[src/rtl/dm_arb_defs.sv]
// Shared definitions for the data-memory arbiter: state/owner encodings and the
// latched transaction record.
package dm_arb_defs;
  typedef enum logic [1:0] {
    ST_IDLE     = 2'd0,
    ST_BUSY_CPU = 2'd1,
    ST_BUSY_DMA = 2'd2
  } state_e;

  typedef enum logic {
    OWN_CPU = 1'b0,
    OWN_DMA = 1'b1
  } owner_e;

  localparam logic [3:0] BE_NONE = 4'b0000;

  typedef struct packed {
    logic [31:0] addr;
    logic [31:0] wdata;
    logic [3:0]  byteen;
  } xact_t;
endpackage

[src/rtl/dm_arbiter_if.sv]
// Bundle of requester and memory-side signals around dm_arbiter.
// slave = arbiter view, master = the surrounding requesters and memory.
interface dm_arbiter_if;
  logic        cpu_req;
  logic [31:0] cpu_addr;
  logic [31:0] cpu_wdata;
  logic [3:0]  cpu_byteen;
  logic        cpu_stall;
  logic [31:0] cpu_rdata;
  logic        cpu_done;

  logic        dma_req;
  logic [31:0] dma_addr;
  logic [31:0] dma_wdata;
  logic [3:0]  dma_byteen;
  logic        dma_ack;
  logic [31:0] dma_rdata;

  logic        mem_req;
  logic [31:0] mem_addr;
  logic [31:0] mem_wdata;
  logic [3:0]  mem_byteen;
  logic        mem_ready;
  logic [31:0] mem_rdata;

  modport slave (
    input  cpu_req, cpu_addr, cpu_wdata, cpu_byteen,
    input  dma_req, dma_addr, dma_wdata, dma_byteen,
    input  mem_ready, mem_rdata,
    output cpu_stall, cpu_rdata, cpu_done,
    output dma_ack, dma_rdata,
    output mem_req, mem_addr, mem_wdata, mem_byteen
  );

  modport master (
    output cpu_req, cpu_addr, cpu_wdata, cpu_byteen,
    output dma_req, dma_addr, dma_wdata, dma_byteen,
    output mem_ready, mem_rdata,
    input  cpu_stall, cpu_rdata, cpu_done,
    input  dma_ack, dma_rdata,
    input  mem_req, mem_addr, mem_wdata, mem_byteen
  );
endinterface

[src/rtl/dm_arb_wait_counter.sv]
// Saturating count of cycles a DMA request has been passed over.
// sat_o tells the arbiter the DMA must win the next IDLE arbitration.
module dm_arb_wait_counter
  import dm_arb_defs::*;
#(
  parameter int MAX_WAIT = 4
) (
  input  logic clk,
  input  logic reset,
  input  logic inc_i,
  input  logic clr_i,
  output logic sat_o
);
  localparam int W = $clog2(MAX_WAIT + 1);

  logic [W-1:0] cnt_q, cnt_d;

  assign sat_o = (cnt_q == W'(MAX_WAIT));

  always_comb begin
    cnt_d = cnt_q;
    if (clr_i)               cnt_d = '0;
    else if (inc_i && !sat_o) cnt_d = cnt_q + 1'b1;
  end

  always_ff @(posedge clk) begin
    if (reset) cnt_q <= '0;
    else       cnt_q <= cnt_d;
  end
endmodule

[src/rtl/dm_arbiter.sv]
// Two-master data-memory arbiter: CPU has fixed priority, DMA is guaranteed a
// grant after MAX_WAIT lost cycles. Serialises accesses with one IDLE gap.
module dm_arbiter
  import dm_arb_defs::*;
#(
  parameter int MAX_WAIT = 4
) (
  input  logic         clk,
  input  logic         reset,
  dm_arbiter_if.slave  bus
);
  state_e      state_q;
  xact_t       fld_q;
  xact_t       cpu_x, dma_x;
  logic [31:0] cpu_rdata_q, dma_rdata_q;
  logic        cpu_done_q, dma_ack_q, mem_req_q;
  logic        sat, idle, dma_win, cpu_win, wait_inc;
  owner_e      win_own;

  assign cpu_x = '{bus.cpu_addr, bus.cpu_wdata, bus.cpu_byteen};
  assign dma_x = '{bus.dma_addr, bus.dma_wdata, bus.dma_byteen};

  assign idle    = (state_q == ST_IDLE);
  assign dma_win = idle && bus.dma_req && (sat || !bus.cpu_req);
  assign cpu_win = idle && bus.cpu_req && !(bus.dma_req && sat);
  assign win_own = dma_win ? OWN_DMA : OWN_CPU;
  // A pending DMA ages whenever it is neither winning nor already on the bus.
  assign wait_inc = bus.dma_req && !dma_win && (state_q != ST_BUSY_DMA);

  dm_arb_wait_counter #(.MAX_WAIT(MAX_WAIT)) u_wait (
    .clk   (clk),
    .reset (reset),
    .inc_i (wait_inc),
    .clr_i (dma_win),
    .sat_o (sat)
  );

  always_ff @(posedge clk) begin
    if (reset) begin
      state_q     <= ST_IDLE;
      mem_req_q   <= 1'b0;
      fld_q       <= '{32'd0, 32'd0, BE_NONE};
      cpu_rdata_q <= '0;
      dma_rdata_q <= '0;
      cpu_done_q  <= 1'b0;
      dma_ack_q   <= 1'b0;
    end else begin
      cpu_done_q <= 1'b0;
      dma_ack_q  <= 1'b0;
      unique case (state_q)
        ST_IDLE: begin
          if (cpu_win || dma_win) begin
            fld_q     <= (win_own == OWN_DMA) ? dma_x : cpu_x;
            mem_req_q <= 1'b1;
            state_q   <= (win_own == OWN_DMA) ? ST_BUSY_DMA : ST_BUSY_CPU;
          end
        end
        ST_BUSY_CPU: begin
          if (bus.mem_ready) begin
            cpu_rdata_q <= bus.mem_rdata;
            cpu_done_q  <= 1'b1;
            mem_req_q   <= 1'b0;
            state_q     <= ST_IDLE;
          end
        end
        ST_BUSY_DMA: begin
          if (bus.mem_ready) begin
            dma_rdata_q <= bus.mem_rdata;
            dma_ack_q   <= 1'b1;
            mem_req_q   <= 1'b0;
            state_q     <= ST_IDLE;
          end
        end
        default: begin
          state_q   <= ST_IDLE;
          mem_req_q <= 1'b0;
        end
      endcase
    end
  end

  assign bus.mem_req    = mem_req_q;
  assign bus.mem_addr   = fld_q.addr;
  assign bus.mem_wdata  = fld_q.wdata;
  assign bus.mem_byteen = fld_q.byteen;
  assign bus.cpu_rdata  = cpu_rdata_q;
  assign bus.cpu_done   = cpu_done_q;
  assign bus.dma_rdata  = dma_rdata_q;
  assign bus.dma_ack    = dma_ack_q;
  assign bus.cpu_stall  = bus.cpu_req & ~cpu_done_q;
endmodule

[src/flat_wrapper.sv]
// flat-port wrapper written by rule: the top's interface ports become plain ports
module dm_arbiter_flat import dm_arb_defs::*;
#(
  parameter int MAX_WAIT = 4
)
  (clk, reset, bus_cpu_req, bus_cpu_addr, bus_cpu_wdata, bus_cpu_byteen, bus_dma_req, bus_dma_addr, bus_dma_wdata, bus_dma_byteen, bus_mem_ready, bus_mem_rdata, bus_cpu_stall, bus_cpu_rdata, bus_cpu_done, bus_dma_ack, bus_dma_rdata, bus_mem_req, bus_mem_addr, bus_mem_wdata, bus_mem_byteen);
  dm_arbiter_if bus_i ();
  input  logic clk;
  input  logic reset;
  input wire logic [$bits(bus_i.cpu_req)-1:0] bus_cpu_req;
  input wire logic [$bits(bus_i.cpu_addr)-1:0] bus_cpu_addr;
  input wire logic [$bits(bus_i.cpu_wdata)-1:0] bus_cpu_wdata;
  input wire logic [$bits(bus_i.cpu_byteen)-1:0] bus_cpu_byteen;
  input wire logic [$bits(bus_i.dma_req)-1:0] bus_dma_req;
  input wire logic [$bits(bus_i.dma_addr)-1:0] bus_dma_addr;
  input wire logic [$bits(bus_i.dma_wdata)-1:0] bus_dma_wdata;
  input wire logic [$bits(bus_i.dma_byteen)-1:0] bus_dma_byteen;
  input wire logic [$bits(bus_i.mem_ready)-1:0] bus_mem_ready;
  input wire logic [$bits(bus_i.mem_rdata)-1:0] bus_mem_rdata;
  output wire logic [$bits(bus_i.cpu_stall)-1:0] bus_cpu_stall;
  output wire logic [$bits(bus_i.cpu_rdata)-1:0] bus_cpu_rdata;
  output wire logic [$bits(bus_i.cpu_done)-1:0] bus_cpu_done;
  output wire logic [$bits(bus_i.dma_ack)-1:0] bus_dma_ack;
  output wire logic [$bits(bus_i.dma_rdata)-1:0] bus_dma_rdata;
  output wire logic [$bits(bus_i.mem_req)-1:0] bus_mem_req;
  output wire logic [$bits(bus_i.mem_addr)-1:0] bus_mem_addr;
  output wire logic [$bits(bus_i.mem_wdata)-1:0] bus_mem_wdata;
  output wire logic [$bits(bus_i.mem_byteen)-1:0] bus_mem_byteen;
  assign bus_i.cpu_req = bus_cpu_req;
  assign bus_i.cpu_addr = bus_cpu_addr;
  assign bus_i.cpu_wdata = bus_cpu_wdata;
  assign bus_i.cpu_byteen = bus_cpu_byteen;
  assign bus_i.dma_req = bus_dma_req;
  assign bus_i.dma_addr = bus_dma_addr;
  assign bus_i.dma_wdata = bus_dma_wdata;
  assign bus_i.dma_byteen = bus_dma_byteen;
  assign bus_i.mem_ready = bus_mem_ready;
  assign bus_i.mem_rdata = bus_mem_rdata;
  assign bus_cpu_stall = bus_i.cpu_stall;
  assign bus_cpu_rdata = bus_i.cpu_rdata;
  assign bus_cpu_done = bus_i.cpu_done;
  assign bus_dma_ack = bus_i.dma_ack;
  assign bus_dma_rdata = bus_i.dma_rdata;
  assign bus_mem_req = bus_i.mem_req;
  assign bus_mem_addr = bus_i.mem_addr;
  assign bus_mem_wdata = bus_i.mem_wdata;
  assign bus_mem_byteen = bus_i.mem_byteen;
  dm_arbiter #(.MAX_WAIT(MAX_WAIT)) u_core (.clk(clk), .reset(reset), .bus(bus_i));
endmodule
[config.mk]
export PLATFORM = sky130hd
export DESIGN_NAME = dm_arbiter_flat
export DESIGN_NICKNAME = d
export VERILOG_FILES = /design/src/rtl/dm_arb_defs.sv /design/src/rtl/dm_arbiter_if.sv /design/src/rtl/dm_arb_wait_counter.sv /design/src/rtl/dm_arbiter.sv /design/src/flat_wrapper.sv
export SDC_FILE = /design/constraint.sdc
export NUM_CORES = 1
export LEC_CHECK = 0
export ABC_CLOCK_PERIOD_IN_PS = 1880
export CAP_MARGIN = 40
export CORE_MARGIN = 2
export CORE_UTILIZATION = 41
export CTS_BUF_LIST = sky130_fd_sc_hd__clkbuf_8
export CTS_CLUSTER_DIAMETER = 150
export CTS_CLUSTER_SIZE = 12
export DETAILED_ROUTE_END_ITERATION = 10
export PLACE_DENSITY = 0.92
export RECOVER_POWER = 100
export SLEW_MARGIN = 20
export SYNTH_ARGS = -nofsm -noshare
export SYNTH_HDL_FRONTEND = slang
export SYNTH_SLANG_ARGS = --single-unit
[constraint.sdc]
create_clock -name clk -period 1.88 [get_ports clk]
set_input_delay 0.282 -clock clk [delete_from_list [all_inputs] [get_ports clk]]
set_output_delay 0.282 -clock clk [all_outputs]
set_load 0.05 [all_outputs]
# == Word level (Yosys, flattened, before mapping) ==
# Index checks and enable logic that the tools add are counted.
# classes
addsub,1
eq_ne,6
n_mux,10
n_bitwise,4
n_reduce_logical,23
# ops
operator,count
$mux 68,1
$logic_and 1x1->1,8
$reduce_and 2->1,4
$reduce_or 2->1,4
$mux 2,3
$logic_not 1->1,4
$mux 1,4
$ne 2x2->1 const B,2
$pmux 2 s2,1
$add 3x1->3 const B,1
$eq 3x3->1 const B,1
$not 1->1,3
$eq 2x1->1 const B,1
$eq 2x2->1 const B,1
$logic_not 2->1,1
$logic_or 1x1->1,2
$ne 2x1->1 const B,1
$pmux 1 s2,1
$and 1x1->1,1
# totals
ff_bits,140
in_bits,173
out_inout_bits,136
wordCells,54

# == Depth between registers and ports, before layout ==
# Gate-level depths: netlist of run 1.
# depth
depth_word,7
ltp_mapped,8
depth_no_buf,5

# == Cells and area by module ==
# A second synthesis of run 1 with hierarchy kept.
# hier_totals
cells_unflattened,726
area_unflattened_um2,6167.2
# by_module_without_submodules
module,instances,cells_per_inst,area_per_inst_um2,seq_area_each_um2
dm_arbiter,1,708,5979.5,2742.6
dm_arb_wait_counter,1,18,187.7,60.1

# == Worst setup path after synthesis of run 1 ==
# OpenSTA, ideal clock, no wires.
# synth_path
path_kind,reg-to-reg
startpoint,reg u_core.u_wait.cnt_q[0]
endpoint,reg u_core.fld_q (netlist bit u_core.bus.mem_byteen[0])
t_arrival_ns,1.461
t_required_ns,1.746
setup_slack_ns,0.285
stages_incl_launch_ff,9
n_path_buf,3
path_cell_list,dfxtp_1 inv_1 ha_1 a21bo_1 buf_4 buf_6 buf_6 a41oi_1 a211oi_1
# synth_between
elab_chain_len,6
elab_cells_between_ends,10
cone_classes,1 x eq/ne; 2 x mux; 7 x reduce/logical
# synth_rtl
element,line_no,rtl
from (decl),dm_arb_wait_counter.sv:16,"logic [W-1:0] cnt_q, cnt_d;"
from (signal assigned),dm_arb_wait_counter.sv:28,else cnt_q <= cnt_d;
$eq 3x3->1 (*),dm_arb_wait_counter.sv:18,assign sat_o = (cnt_q == W'(MAX_WAIT));
$logic_and 1x1->1,dm_arbiter.sv:25,assign cpu_win = idle && bus.cpu_req && !(bus.dma_req && sat);
$logic_not 1->1,dm_arbiter.sv:25,
$logic_and 1x1->1,dm_arbiter.sv:25,
$logic_or 1x1->1,dm_arbiter.sv:52,if (cpu_win || dma_win) begin
$reduce_and 2->1 (no source line),n/a,
to (signal assigned),dm_arbiter.sv:42,"fld_q <= '{32'd0, 32'd0, BE_NONE};"
to (signal assigned),dm_arbiter.sv:53,fld_q <= (win_own == OWN_DMA) ? dma_x : cpu_x;
to (decl),dm_arbiter.sv:13,xact_t fld_q;
# Every way passes the cells marked *; elsewhere a longest branch is shown, timed or not.
# A chain may end at the register's enable or synchronous reset.

# == Worst setup path after layout of run 1 ==
# layout_path
startpoint,in bus_cpu_req
endpoint,out bus_cpu_stall
# layout_between
elab_chain_len,1
# layout_rtl
element,line_no,rtl
from (decl),flat_wrapper.sv:10,input wire logic [$bits(bus_i.cpu_req)-1:0] bus_cpu_req;
$and 1x1->1,dm_arbiter.sv:90,assign bus.cpu_stall = bus.cpu_req & ~cpu_done_q;
to (decl),flat_wrapper.sv:20,output wire logic [$bits(bus_i.cpu_stall)-1:0] bus_cpu_stall;
# Every way passes these cells.

==> flow_metrics.env, run 1 <==
export IMPL_status="complete, no violations"
export IMPL_rsz0062_at_grt="false"
export IMPL_seq_area_frac_synth_pct=47.01
export IMPL_slew_limit_headroom_pct=49.37
export IMPL_fin_nets=1184
export IMPL_skew_ns=0.009621
export IMPL_yosys_area_share_simple_pct=14.12
export IMPL_dp_hpwl_mm=14.88
export IMPL_dp_cells=1171
export IMPL_antenna_found_initial=0
export IMPL_cts_max_path_buffers=2
export IMPL_critPathArrivalTime_ns=1.47
export IMPL_worst_pin_slew_ns=0.7594
export IMPL_layout_common_cells="clkdlybuf4s50_1 (169), dfxtp_1 (140), nand2_1 (132), dlygate4sd2_1 (131), o21ai_0 (73)"
export IMPL_fp_dieW_um=124.6
export IMPL_drc=0
export IMPL_syn2layout_area_growth_pct=61.51
export IMPL_path_clk_slew_ns=0.08
export IMPL_overflow=0
export IMPL_critical_path_max_fanout=4
export IMPL_die_y_um=124.6
export IMPL_cts_hold_buffers=0
export IMPL_grt_pass1_vias=6717
export IMPL_yosys_area_top_type="dfxtp_1"
export IMPL_syn_cell_area_sq_mm=0.005962
export IMPL_ys_seq_elements=140
export IMPL_port_buffers=308
export IMPL_grt_use_total_pct=27.32
export IMPL_rows=44
export IMPL_drv_max_cap_violation_count=0
export IMPL_grt_max_degree=68
export IMPL_worstSetupStartpointType="primary input"
export IMPL_numCtsBuffers=17
export IMPL_hold_viol=0
export IMPL_diodes=0
export IMPL_viasPerCell=5.638
export IMPL_hp_class="in2reg"
export IMPL_syn_num_nets=912
export IMPL_first_pass_iters=5
export IMPL_cts_tree="yes"
export IMPL_synth_mux_area_share_pct=0
export IMPL_syn_inst=734
export IMPL_maxSlewViolCount=0
export IMPL_routed_wl_mm=21.49
export IMPL_fmaxAchievable_ghz=0.5724
export IMPL_fillers=1237
export IMPL_end_kind="output port"
export IMPL_leakagePower_nw=3.924
export IMPL_drive_above_1_share_pct=6.575
export IMPL_required_ns=1.60
export IMPL_fin_crit_sh_pct=92.93
export IMPL_ios=309
export IMPL_critical_path_class="in2out"
export IMPL_clock_latency_ns=0.45
export IMPL_setup_viol=0
export IMPL_core_sq_mm=0.01437
export IMPL_drt_wirelength_per_cell_um=17.86
export IMPL_via_count=6783
export IMPL_irDropWorstVdd_mv=0.4659
export IMPL_layout_commonest_cell="clkdlybuf4s50_1"
export IMPL_clock_sinks=140
export IMPL_min_period_ns=1.747
export IMPL_setup_ws_ns=0.1330
export IMPL_synth_compound_area_share_pct=31.56
export IMPL_yosys_warnings=0
export IMPL_ctsHtreeMaxLevel=4
export IMPL_drt_iter0_drc=473
export IMPL_synth_top_area_share_pct=47.01
export IMPL_synth_top_family_by_area="compound AO/OA/AOI/OAI gates"
export IMPL_setup_tns_ns=0
export IMPL_synth_avg_cell_area_sq_um=8.123
export IMPL_powerDensity_mw_per_mm2=997.7
export IMPL_synthAdderAreaFrac_pct=1.049
export IMPL_grt_pass1_wl_mm=34.55
export IMPL_yosysUniqueCellTypes=27
export IMPL_final_cells=1203
export IMPL_post_place_ws_ns=-0.009154
export IMPL_ant_nets=0
export IMPL_fp_dieArea_sq_mm=0.01552
export IMPL_ys_top_cells_by_area="dfxtp_1 (47%), a41oi_1 (10%), a211oi_1 (8.6%)"
export IMPL_synth_xor_xnor_area_share_pct=0
export IMPL_postCtsSetupBuffers=0
export IMPL_cts_root_buf="clkbuf_8"
export IMPL_start_util_pct=41.49
export IMPL_routabilityCongestion=0.8287
layout make-up:
type / instances / area, sq um / share of cell area, %
inverter: 5 / 18.77 / 0.1949
sequential: 140 / 2803 / 29.11
timing repair buffer: 335 / 3267 / 33.93
clock buffer: 17 / 234.0 / 2.430
tap: 184 / 230.2 / 2.391
clock inverter: 15 / 269.0 / 2.794
multi-input combinational: 507 / 2808 / 29.16
cell usage after synthesis:
cell type  number
a211oi_1       68
a21bo_1         1
a21boi_2        1
a21oi_1        70
a41oi_1        68
and2_1          3
buf_2          19
buf_4           2
buf_6           2
clkbuf_1       59
dfxtp_1       140
ha_1            5
inv_1           5
nand2_1       133
nand2b_1        2
nand3_1         2
nand4_1         1
nor2_1         70
nor2b_1         3
nor3b_1         1
o211ai_1        1
o21a_1          1
o21ai_0        73
o21ai_2         1
o21bai_1        1
o31ai_1         1
or3_1           1
sequential cells by signal, summed over array words and instances (netlist names):
name                   flops
u_core.bus.mem_byteen      4
u_core.state_q             2
u_core.bus.mem_req         1
u_core.bus.mem_wdata      32
u_core.bus.cpu_rdata      32
u_core.bus.dma_ack         1
u_core.bus.dma_rdata      32
u_core.u_wait.cnt_q        3
u_core.bus.cpu_done        1
u_core.bus.mem_addr       32
critical path, stage by stage:
cell	delay, ns
dlygate4sd3_1	0.63
buf_4	0.16
nor2b_1	0.22
buf_12	0.17
timing repair:
action	in CTS	in global routing
setup endpoints to repair	131	1
gates cloned	0	0
gates resized for setup	131	1
power breakdown:
group	internal, mW	switching [mW]	total, mW
clock	1.85	1.24	3.09
sequential	3.25	0.143	3.40
combinational	1.09	2.03	3.12
total	6.20	3.41	9.61
layer usage:
| layer | up-vias | track usage (%) | wire (um) |
|---|---|---|---|
| met2 | 323 | 45.16 | 10300 |
| met1 | 3195 | 32.43 | 8500 |
| li1 | 3183 | - | - |
| met3 | 82 | 6.830 | 1600 |
| met4 | 0 | 15.20 | 1090 |
| met5 | - | 0 | 0 |
kinds of logic after synthesis:
kind of cell	count (synthesis)
flip-flops	140
AO/OA/AOI/OAI	286
buffers and inverters	87
AND/OR/NAND/NOR	216
adder cells (fa/ha/maj)	5
metrics by stage:
step,instance area (sq um),power (mW),utilization [%],hold WS [ns]
2_1_floorplan,5962,5.442,-,0.4180
3_3_place_gp,9328,6.731,64.92,0.4412
3_5_place_dp,9328,6.789,64.92,0.4478
4_1_cts,9667,9.660,67.28,0.2027
5_1_grt,9629,10.03,67.02,0.2273
6_report,9629,9.607,67.02,0.2293
worst paths after layout:
check,startpoint,to,slack [ns],cells after the start
worst max-delay path,bus_cpu_req,bus_cpu_stall,0.13,4
worst min-delay path,bus_dma_req,u_core.state_q[1],0.23,3
worst min register to register,u_core.bus.cpu_rdata[18],u_core.bus.cpu_rdata[18],0.45,2
worst max register to register,u_core.u_wait.cnt_q[0],u_core.bus.mem_wdata[28],0.13,6
No activity file was read; power rests on OpenSTA's default activity.
==> inputs of run 2 (changes only) <==
PLACE_DENSITY = 0.83   (was 0.92)
==> run 2 against run 1 <==
Against the previous run:
- flip-flop and latch count unchanged
- die area is the same
- clock-buffer cell count grew 3
- via count decreased by 2.3%
- worst hold slack better by 0.023 ns
- maximum frequency grew 0.48%
- register-to-register slack better by 0.06 ns
- clock power fell by 22%
- worst setup slack gained 0.0084 ns
- utilization shrank 1.5 points
- critical path type unchanged
- critical endpoint unchanged
==> flow_metrics.env, run 2 (synthesis results as in run 1) <==
export IMPL_grt_max_degree=71
export IMPL_start_util_pct=41.49
export IMPL_layout_common_cells="clkdlybuf4s50_1 (169), dfxtp_1 (140), nand2_1 (133), dlygate4sd2_1 (114), o21ai_0 (73)"
export IMPL_routabilityCongestion=0.8831
export IMPL_overflow=0
export IMPL_r2r_end="u_core.bus.mem_addr[29]"
export IMPL_ios=309
export IMPL_hp_class="in2reg"
export IMPL_core_sq_mm=0.01437
export IMPL_critical_path_class="in2out"
export IMPL_critPathArrivalTime_ns=1.46
export IMPL_routed_wl_mm=20.57
export IMPL_fin_crit_sh_pct=92.48
export IMPL_drc=0
export IMPL_antenna_found_initial=1
export IMPL_skew_ns=0.005031
export IMPL_placedInstanceArea_sq_mm=0.009310
export IMPL_worstSetupStartpointType="primary input"
export IMPL_die_y_um=124.6
export IMPL_cts_hold_buffers=0
export IMPL_maxSlewViolCount=0
export IMPL_rows=44
export IMPL_ant_nets=0
export IMPL_critical_path_max_fanout=5
export IMPL_port_buffers=308
export IMPL_cts_max_path_buffers=2
export IMPL_grt_pass1_vias=6093
export IMPL_setup_viol=0
export IMPL_irDropWorstVdd_mv=0.5232
export IMPL_fmaxAchievable_ghz=0.5752
export IMPL_postCtsSetupBuffers=0
export IMPL_required_ns=1.60
export IMPL_grt_pass1_wl_mm=32.55
export IMPL_fp_dieArea_sq_mm=0.01552
export IMPL_drv_max_cap_violation_count=0
export IMPL_hold_start="bus_dma_req"
export IMPL_path_clk_slew_ns=0.07
export IMPL_leakagePower_nw=3.765
export IMPL_layout_commonest_cell="clkdlybuf4s50_1"
export IMPL_end_kind="output port"
export IMPL_cts_root_buf="clkbuf_8"
export IMPL_drive_above_1_share_pct=6.562
export IMPL_reg2regPathDepth=6
export IMPL_hold_viol=0
export IMPL_fillers=1253
export IMPL_worst_pin_slew_ns=0.7224
export IMPL_viasPerCell=5.493
export IMPL_slew_limit_headroom_pct=51.84
export IMPL_grt_use_total_pct=25.64
export IMPL_clock_sinks=140
export IMPL_powerDensity_mw_per_mm2=943.0
export IMPL_numCtsBuffers=17
export IMPL_final_cell_area_sq_mm=0.009419
export IMPL_drt_wirelength_per_cell_um=17.06
export IMPL_multi_input_comb_area_sq_mm=0.002805
export IMPL_min_period_ns=1.739
export IMPL_cts_tree="yes"
export IMPL_seqCellArea_sq_mm=0.002803
export IMPL_setup_tns_ns=0
export IMPL_drt_iter0_drc=536
export IMPL_dp_hpwl_mm=14.07
export IMPL_fp_dieW_um=124.6
export IMPL_rsz0062_at_grt="false"
export IMPL_first_pass_iters=5
export IMPL_status="complete, no violations"
export IMPL_ctsHtreeMaxLevel=4
export IMPL_via_count=6625
export IMPL_fin_nets=1186
export IMPL_hold_depth=3
export IMPL_clock_latency_ns=0.44
export IMPL_rr_startpoint="u_core.u_wait.cnt_q[0]"
export IMPL_cts_repair_resized=114
export IMPL_ff2ff_setup_slack_ns=0.19
export IMPL_syn2layout_area_growth_pct=57.99
export IMPL_whs_endpoint="u_core.state_q[1]"
==> run 2: through the flow <==
stage / util, % / std cells / setup slack, ns / power, mW / hold WS (ns)
2_1_floorplan: - / 734 / 0.2854 / 5.442 / 0.4180
3_3_place_gp: 64.79 / 1173 / 0.03474 / 6.706 / 0.4409
3_5_place_dp: 64.79 / 1173 / 0.002716 / 6.739 / 0.4453
4_1_cts: 66.57 / 1205 / 0.0006853 / 8.970 / 0.2343
5_1_grt: 65.55 / 1206 / 0.03985 / 9.274 / 0.2603
6_report: 65.55 / 1206 / 0.1414 / 8.882 / 0.2520
==> run 2: layer usage <==
metal / wire length (um) / vias to the layer above / global-route usage (%)
met5: 0 / - / 0
met4: 973 / 0 / 13.48
met3: 1561 / 67 / 7.131
met2: 9793 / 292 / 41.47
met1: 8244 / 3074 / 31.08
li1: - / 3192 / -
==> run 2: worst max path at each step <==
stage / start / to / slack (ns) / cells after the start
2_1_floorplan: u_core.u_wait.cnt_q[0] / u_core.bus.mem_byteen[0] / 0.29 / 8
3_3_place_gp: bus_cpu_req / u_core.bus.mem_addr[29] / 0.03 / 5
3_5_place_dp: bus_cpu_req / u_core.bus.mem_addr[29] / 0.003 / 5
4_1_cts: u_core.bus.dma_rdata[8] / bus_dma_rdata[8] / 0.0007 / 1
5_1_grt: u_core.state_q[0] / u_core.bus.dma_rdata[22] / 0.04 / 6
6_report: bus_cpu_req / bus_cpu_stall / 0.14 / 4
==> run 2: worst max-delay path, stage by stage <==
cell	delay (ns)
dlygate4sd3_1	0.63
buf_4	0.15
nor2b_1	0.21
buf_12	0.17
==> run 2: cell type report <==
| cell class | count | share of cell area [%] |
|---|---|---|
| Antenna cell | 1 | 0.02657 |
| Timing Repair Buffer | 337 | 33.57 |
| Clock buffer | 20 | 2.922 |
| Clock inverter | 12 | 1.302 |
| Inverter | 5 | 0.1993 |
| Sequential cell | 140 | 29.76 |
| Multi-Input combinational cell | 507 | 29.78 |
| Tap cell | 184 | 2.444 |
==> run 2: power by group <==
group / total, mW / switching, mW / internal (mW)
clock: 2.42 / 1.15 / 1.27
sequential: 3.40 / 0.140 / 3.26
combinational: 3.06 / 2.01 / 1.06
total: 8.88 / 3.30 / 5.58
